==> src/rtl/seq_alu_pkg.sv <==
// Shared encodings for the sequential ALU: opcodes, shift modes, branch conditions and FSM states.
package seq_alu_pkg;

   typedef enum logic [2:0] {
      ADD  = 3'd0,
      ADDI = 3'd1,
      AND  = 3'd2,
      XOR  = 3'd3,
      BHS  = 3'd4,
      SFT  = 3'd5
   } op_mne;

   typedef enum logic [1:0] {LSL, LSR, ASR, ROL} sft_mode_e;

   typedef enum logic [1:0] {BLTU, BNE, BEQ, BLTS} br_cond_e;

   typedef enum logic {IDLE, SHIFT} alu_state_e;

endpackage

==> src/rtl/seq_alu_shift_step.sv <==
// One-bit shift/rotate of a W-bit value; the iterative shifter applies this once per SHIFT cycle.
module seq_shift_step
   import seq_alu_pkg::*;
#(
   parameter int W = 8
) (
   input  logic [W-1:0] din,
   input  sft_mode_e    mode,
   output logic [W-1:0] dout
);

   always_comb begin
      dout = din;
      case (mode)
         LSL:     dout = {din[W-2:0], 1'b0};
         LSR:     dout = {1'b0, din[W-1:1]};
         ASR:     dout = {din[W-1], din[W-1:1]};
         default: dout = {din[W-2:0], din[W-1]};
      endcase
   end

endmodule

==> src/rtl/seq_alu.sv <==
// Clocked ALU with Start/Done handshake: single-cycle arithmetic/logic/compare and an
// iterative one-bit-per-cycle shifter. Results and status flags are registered.
module seq_alu
   import seq_alu_pkg::*;
#(
   parameter  int W   = 8,
   parameter  int Ops = 3,
   localparam int CW  = $clog2(W) + 1
) (
   input  logic           Clk,
   input  logic           Reset,
   input  logic           Start,
   input  logic [W-1:0]   InputA,
   input  logic [W-1:0]   InputB,
   input  logic [Ops-1:0] OP,
   input  logic [1:0]     SMode,
   input  logic [1:0]     Branches,
   output logic           Ready,
   output logic           Done,
   output logic [W-1:0]   Out,
   output logic           RelFlag,
   output logic           Zero,
   output logic           Carry
);

   alu_state_e    state_q, state_d;
   logic [CW-1:0] cnt_q, cnt_d;
   logic [W-1:0]  shreg_q, shreg_d, step_out;
   sft_mode_e     smode_q, smode_d;
   logic [W-1:0]  out_q, out_d;
   logic          done_q, done_d, rel_q, rel_d, zero_q, zero_d, carry_q, carry_d;

   logic          accept, upd, undef, res_carry, res_rel;
   logic [W-1:0]  res;
   logic [W:0]    sum;
   logic [CW-1:0] n_sft;

   // Shift counts at or beyond the width all behave as exactly W steps.
   function automatic logic [CW-1:0] clamp_cnt(input logic [W-1:0] b);
      logic [CW-1:0] n;
      if (b >= W'(W)) n = CW'(W);
      else            n = CW'(b);
      return n;
   endfunction

   function automatic logic br_taken(input logic [1:0] c, input logic [W-1:0] a, input logic [W-1:0] b);
      logic t;
      case (br_cond_e'(c))
         BLTU:    t = (a < b);
         BNE:     t = (a != b);
         BEQ:     t = (a == b);
         default: t = ($signed(a) < $signed(b));
      endcase
      return t;
   endfunction

   seq_shift_step #(.W(W)) u_step (
      .din  (shreg_q),
      .mode (smode_q),
      .dout (step_out)
   );

   assign Ready   = (state_q == IDLE);
   assign accept  = Start & Ready;
   assign sum     = {1'b0, InputA} + {1'b0, InputB};
   assign n_sft   = clamp_cnt(InputB);
   assign Done    = done_q;
   assign Out     = out_q;
   assign RelFlag = rel_q;
   assign Zero    = zero_q;
   assign Carry   = carry_q;

   always_comb begin
      state_d   = state_q;
      cnt_d     = cnt_q;
      shreg_d   = shreg_q;
      smode_d   = smode_q;
      out_d     = out_q;
      rel_d     = rel_q;
      zero_d    = zero_q;
      carry_d   = carry_q;
      done_d    = 1'b0;
      upd       = 1'b0;
      undef     = 1'b0;
      res       = '0;
      res_carry = 1'b0;
      res_rel   = 1'b0;

      case (state_q)
         IDLE: begin
            if (accept) begin
               upd = 1'b1;
               case (OP)
                  ADD, ADDI: {res_carry, res} = sum;
                  AND:       res = InputA & InputB;
                  XOR:       res = InputA ^ InputB;
                  BHS: begin
                     res     = InputA;
                     res_rel = br_taken(Branches, InputA, InputB);
                  end
                  SFT: begin
                     res = InputA;
                     if (n_sft != '0) begin
                        upd     = 1'b0;
                        shreg_d = InputA;
                        cnt_d   = n_sft;
                        smode_d = sft_mode_e'(SMode);
                        state_d = SHIFT;
                     end
                  end
                  default: undef = 1'b1;
               endcase
            end
         end
         default: begin
            shreg_d = step_out;
            cnt_d   = cnt_q - 1'b1;
            if (cnt_q == CW'(1)) begin
               upd     = 1'b1;
               res     = step_out;
               state_d = IDLE;
            end
         end
      endcase

      // Undefined opcodes report Out=0 with every flag cleared, including Zero.
      if (upd) begin
         out_d   = res;
         carry_d = res_carry;
         rel_d   = res_rel;
         zero_d  = ~undef & (res == '0);
         done_d  = 1'b1;
      end
   end

   always_ff @(posedge Clk) begin
      if (Reset) begin
         state_q <= IDLE;
         cnt_q   <= '0;
         out_q   <= '0;
         done_q  <= 1'b0;
         rel_q   <= 1'b0;
         zero_q  <= 1'b0;
         carry_q <= 1'b0;
      end else begin
         state_q <= state_d;
         cnt_q   <= cnt_d;
         out_q   <= out_d;
         done_q  <= done_d;
         rel_q   <= rel_d;
         zero_q  <= zero_d;
         carry_q <= carry_d;
      end
   end

   always_ff @(posedge Clk) begin
      shreg_q <= shreg_d;
      smode_q <= smode_d;
   end

endmodule

==> config.mk <==
export PLATFORM = sky130hd
export DESIGN_NAME = seq_alu
export DESIGN_NICKNAME = d
export VERILOG_FILES = /design/src/rtl/seq_alu_pkg.sv /design/src/rtl/seq_alu_shift_step.sv /design/src/rtl/seq_alu.sv
export SDC_FILE = /design/constraint.sdc
export NUM_CORES = 1
export LEC_CHECK = 0
export ABC_AREA = 1
export CORE_MARGIN = 2
export CORE_UTILIZATION = 53
export DETAILED_ROUTE_END_ITERATION = 8
export HOLD_SLACK_MARGIN = 0.15
export PLACE_DENSITY = 0.85
export SYNTH_ARGS = -nofsm -noshare
export SYNTH_HDL_FRONTEND = slang
export SYNTH_HIERARCHICAL = 1
export SYNTH_SLANG_ARGS = --single-unit
==> constraint.sdc <==
create_clock -name Clk -period 2.65 [get_ports Clk]
set_input_delay 0.53 -clock Clk [delete_from_list [all_inputs] [get_ports Clk]]
set_output_delay 0.53 -clock Clk [all_outputs]
set_load 0.1 [all_outputs]
# --- Yosys cells after proc, flatten, opt, wreduce, memory -nomap -nowiden ---
# Index checks and enable logic that the tools add are counted.
classes:
  add_sub_neg: 2
  n_lt_le_gt_ge: 3
  n_eq_ne: 12
  muxes: 35
  n_bitwise: 6
  n_reduce_logical: 13
ops:
  columns: ["op", "count"]
  rows:
  - ["$mux W8", 7]
  - ["$pmux W8 S4", 1]
  - ["$pmux W8 S3", 1]
  - ["$mux W1", 20]
  - ["$mux W4", 5]
  - ["$lt A8 B8 Y1", 2]
  - ["$add A8 B8 Y9", 1]
  - ["$and A8 B8 Y8", 1]
  - ["$eq A8 B8 Y1", 1]
  - ["$ge A8 B4 Y1 const B", 1]
  - ["$logic_not A8 Y1", 1]
  - ["$ne A8 B8 Y1", 1]
  - ["$xor A8 B8 Y8", 1]
  - ["$eq A3 B2 Y1 const B", 2]
  - ["$eq A3 B3 Y1 const B", 2]
  - ["$reduce_bool A2 Y1", 3]
  - ["$reduce_or A6 Y1", 1]
  - ["$eq A2 B1 Y1 const B", 2]
  - ["$eq A2 B2 Y1 const B", 2]
  - ["$eq A4 B1 Y1 const B", 1]
  - ["$logic_not A2 Y1", 2]
  - ["$reduce_and A4 Y1", 1]
  - ["$reduce_bool A4 Y1", 1]
  - ["$reduce_or A2 Y1", 2]
  - ["other kinds (7)", 9]
word_totals:
  reg_bits: 27
  inputBits: 26
  output_inout_bits: 13
  word_cells: 80

# --- Logic depth before layout (Yosys ltp) ---
depth:
  depth_word: 8
  mapped_depth: 16
  mapped_depth_nobuf: 16

# --- Cells and area by module ---
# The synthesis kept the hierarchy.
modules_own_cells:
  columns: ["mod", "instances", "cells_each", "area_per_inst_um2", "seq_area_each_um2"]
  rows:
  - ["seq_alu", 1, 313, 2099.5, 640.6]
  - ["seq_shift_step", 1, 29, 127.6, 0.0]

# --- Least setup slack after synthesis ---
# Ideal clock, no wire load.
synth_timing:
  path_type: "input to register"
  from: "input port InputA[0]"
  to: "register zero_q (netlist: Zero)"
  setup_time_ns: 0.067
  t_arrival_ns: 2.048
  t_required_ns: 2.583
  slack_ns: 0.535
  path_stages: 15
  n_path_buf: 0
  path_cell_list: "ha_1 > inv_1 > fa_1 > inv_1 > nand2_1 > nand2_1 > inv_1 > nand3_1 > a21oi_1 > nand2_1 > nor2_1 > nand2_1 > nor2_1 > nand3_1 > a21oi_2"
synth_between:
  elab_chain_len: 6
  word_cells_on_any_way: 8
  classes_between: "add/sub (1); mux (3); bitwise (3); reduce/logical (1)"
synth_lines:
  columns: ["item", "line_no", "source"]
  rows:
  - ["start, declared", "seq_alu.sv:13", "input logic [W-1:0] InputA,"]
  - ["$add A8 B8 Y9 (tied with other cells)", "seq_alu.sv:65", "assign sum = {1'b0, InputA} + {1'b0, InputB};"]
  - ["$pmux W8 S4 (*)", "seq_alu.sv:93", "case (OP)"]
  - ["$mux W8 (*)", "seq_alu.sv:91", "if (accept) begin"]
  - ["$mux W8 (*)", "seq_alu.sv:89", "case (state_q)"]
  - ["$logic_not A8 Y1 (*)", "seq_alu.sv:131", "zero_d = ~undef & (res == '0);"]
  - ["$and A1 B1 Y1 (*)", "seq_alu.sv:131", null]
  - ["end signal, assigned", "seq_alu.sv:151", "zero_q <= zero_d;"]
  - ["end, declared", "seq_alu.sv:31", "logic done_q, done_d, rel_q, rel_d, zero_q, zero_d, carry_q, carry_d;"]
# Every way passes the cells marked *; elsewhere a longest branch is shown, timed or not.
# A chain may end at the register's enable or synchronous reset.

# --- Worst setup path in the final report ---
layout_timing:
  from: "input port InputA[1]"
  to: "register zero_q (netlist: Zero)"
# The elaborated chain is that of the path after synthesis.

==> metrics.md <==
| Metric | Value |
|---|---|
| Initial antenna violation count | `0` |
| Detailed-route via count | `2481` |
| Post-synthesis cell area | `about 2200 um^2` |
| Gpl congestion | `roughly 0.94` |
| Fillcell total | `around 370` |
| I/O pin cnt | `39` |
| Die height | `between 60 and 70 um` |
| Worst r2r src | `state_q` |
| Top cells by count, synth | `nand2_1, inv_1, nand3_1, nor2_1, a21oi_1` |
| Fin Clk Skew | `around 0.0011 ns` |
| Worst-margin pin slew | `0.499 ns` |
| Slew HR | `between 60 and 70%` |
| Post-synth EDFFs | `10` |
| Yosys reg bits | `27` |
| Post-Syn Area per Cell | `6.51 um^2` |
| Fraction of layout cells with a size suffix above 1 | `about 14%` |
| Root buffer cell | `clkbuf_8` |
| Die area | `4740 um^2` |
| Fin util | `a little over two thirds` |
| Overflow after GRT | `0` |
| First-pass GRT wire length | `~9700 um` |
| Ant diodes | `0` |
| Placeable Area | `4030 um^2` |
| Top post-synthesis cells by area | `dfxtp_1, nand2_1, edfxtp_1` |
| Drt wl/cell | `~13 um` |
| Sequential share of power | `between 40% and 50%` |
| Largest net degree at the start of global routing | `16` |
| Post-synth top area cell | `dfxtp_1` |
| Worst VDD drop | `0.267 mV` |
| R2R Path End | `Zero` |
| Synth warn | `6` |
| TritonCTS clock tree | `yes` |
| Total GRT Usage | `27.2%` |
| Async SR Flop Fraction | `0%` |
| Sequential cell area | `approximately 640 um^2` |
| Final WL | `6070 um` |
| Min cycle time layout | `2.45 ns` |
| Max Cap Viol | `0` |
| Cts hold-fix bufs | `0` |
| DRT iter0 DRCs | `slightly below 200` |
| Synth Net Count | `slightly below 400` |
| Share of the synthesized area in the top cell type | `between 15 and 20%` |
| # clock sinks | `27` |
| Sw Ratio | `roughly 37%` |
| Fin crit share | `between 90% and 100%` |
| Final setup vio count | `0` |
| PwrDens | `about 400 nW/um^2` |
| Hold Path End | `Carry` |
| Leak Pwr | `1.41 nW` |
| Clock power frac | `~20%` |
| R2r setup slk | `0.80 ns` |
| Worst-path maximum fanout | `2` |
| DRC Markers | `0` |
| CP required | `between 2 and 3 ns` |
| F_max | `between 400 and 500 MHz` |
| Crit path capture type | `flop` |
| Clock buffer depth | `2` |
| Unique masters post-synth | `30` |
| Crit path launch | `InputA[1]` |
| I/O Buffers | `38` |
| Area of the multi-input gates | `1360 um^2` |
| Most common cell in the netlist | `nand2_1` |
| Worst setup SP type | `primary input` |
| CP arrival | `approximately 2.7 ns` |
| P_sw | `0.000421 W` |
| P_int | `about 0.0007 W` |
| Synth Instances | `between 300 and 400` |
| Detailed Routing Iterations Pass 1 | `5` |
| Final HPWL DP | `5040 um` |
| Status | `completed` |
| RSZ-0062 raised after global routing | `no` |
| Predominant post-synthesis flop cell | `dfxtp_1` |
| Vias in the first global route | `around 2300` |
| R2R depth | `10` |
| Hold Fails Final Rpt | `0` |
| Layout Nets | `roughly 450` |
| Vias per std cell | `5.51` |
| Worst-path clk slew | `~0.09 ns` |
| HP Class | `flop to flop` |
| Area growth from synthesis to layout | `27.4%` |
| Hold path cells | `2` |
| Seq/Total Area, Yosys | `between 20% and 30%` |
| Final worst setup slack | `0.198 ns` |
| Routed Antenna Nets | `0` |
| Inserted Clock Buffers | `3` |
| Clk_lat worst skew | `around 0.27 ns` |
| Hold Crit Start | `Carry` |
| Comb power frac | `between 30% and 40%` |
| Number of max-slew violations in the final report | `0` |
| H-tree Lvls | `1` |
| Dpl ws | `-0.149 ns` |
| Crit Path Category | `primary input to flop` |
| Die W | `68.8 um` |
| Initial Util | `55.3%` |
| FP Rows | `23` |
worst max-delay path: stages:
cell             delay, ns
clkdlybuf4s50_1       0.47
inv_1                 0.09
fa_2                  0.57
inv_1                 0.05
nand2_1               0.05
nand2_1               0.05
inv_1                 0.05
nand3_1               0.09
a21oi_2               0.17
nand2_1               0.06
nor2_1                0.10
nand2_1               0.06
nor2_1                0.11
nand3_1               0.10
a21oi_2               0.12
timing repair:
item | 4_1_cts | 5_1_grt
setup endpoints to repair | 0 | 1
gates resized for setup | 0 | 6
setup buffers | 0 | 0
state kept, by name, summed over array words and instances, names as in the netlist:
name     count
Out          8
smode_q      2
Carry        1
shreg_q      8
state_q      1
Done         1
cnt_q        4
RelFlag      1
Zero         1
power by group through the flow:
stage	registers, W	clock network [W]	logic [W]
final	0.000466	0.000227	0.000446
after global routing	0.000469	0.000247	0.000484
after CTS	0.000466	0.000230	0.000439
after detailed placement	0.000476	0	0.000437
after global placement	0.000476	0	0.000431
after floorplan	0.000566	0	0.000195
cell families after synthesis:
| family | synth area share [%] |
|---|---|
| compound gates | 16.0 |
| fa+ha+maj | 11.0 |
| buf+inv | 10.7 |
| flops | 28.8 |
| simple gates | 33.5 |
stage by stage:
step	TNS (ns)	hold WS, ns	instance area (um^2)	std cells	total power (W)
floorplan	0	0.469	2230	342	0.000761
detailed placement	-0.168	0.464	2780	446	0.000913
global placement	-0.0595	0.456	2780	446	0.000906
global route	0	0.504	2840	450	0.00120
finish	0	0.471	2840	450	0.00114
CTS	0	0.477	2820	450	0.00114
worst max-delay path by stage:
stage	slack, ns	cells past startpoint	endpoint
floorplan	0.53	15	Zero
global route	0.01	14	Out[7]
detailed placement	-0.15	17	Zero
CTS	0.12	16	Zero
finish	0.20	15	Zero
global placement	-0.06	16	Zero
per-layer routing:
| layer | global-route usage, % | share of wire [%] | wire length, um |
|---|---|---|---|
| met1 | 32.9 | 40 | 2430 |
| met2 | 49.2 | 49 | 2980 |
| met3 | 3.73 | 7.9 | 480 |
| met4 | 9.31 | 2.9 | 178 |
| met5 | 0 | 0 | 0 |
placed cells by master, fill, tap and decap left out, drive strengths merged:
| cell | n |
|---|---|
| o211ai | 4 |
| dlymetal6s2s | 2 |
| clkdlybuf4s50 | 23 |
| nor3 | 4 |
| edfxtp | 10 |
| nand2 | 87 |
| ha | 18 |
| buf | 36 |
| a31oi | 4 |
| a21o | 1 |
| o21ai | 19 |
| nor2 | 33 |
| nand4 | 6 |
| o22ai | 4 |
| nand3 | 39 |
| inv | 55 |
| or2 | 1 |
| a22oi | 1 |
| a21oi | 23 |
| o21bai | 4 |
| nand3b | 1 |
| dfxtp | 17 |
| clkinv | 1 |
| fa | 1 |
| o2111ai | 2 |
| clkbuf | 3 |
| nor4 | 1 |
area by class of cell:
class | instances | area share (%)
clock buffer | 3 | 1.46
clock inverter | 1 | 0.176
inverter | 55 | 7.28
multi-input combinational | 253 | 47.8
sequential | 27 | 22.6
tap | 50 | 2.20
timing repair buffer | 61 | 18.5
Note: power is estimated with default switching activity, not from simulation.
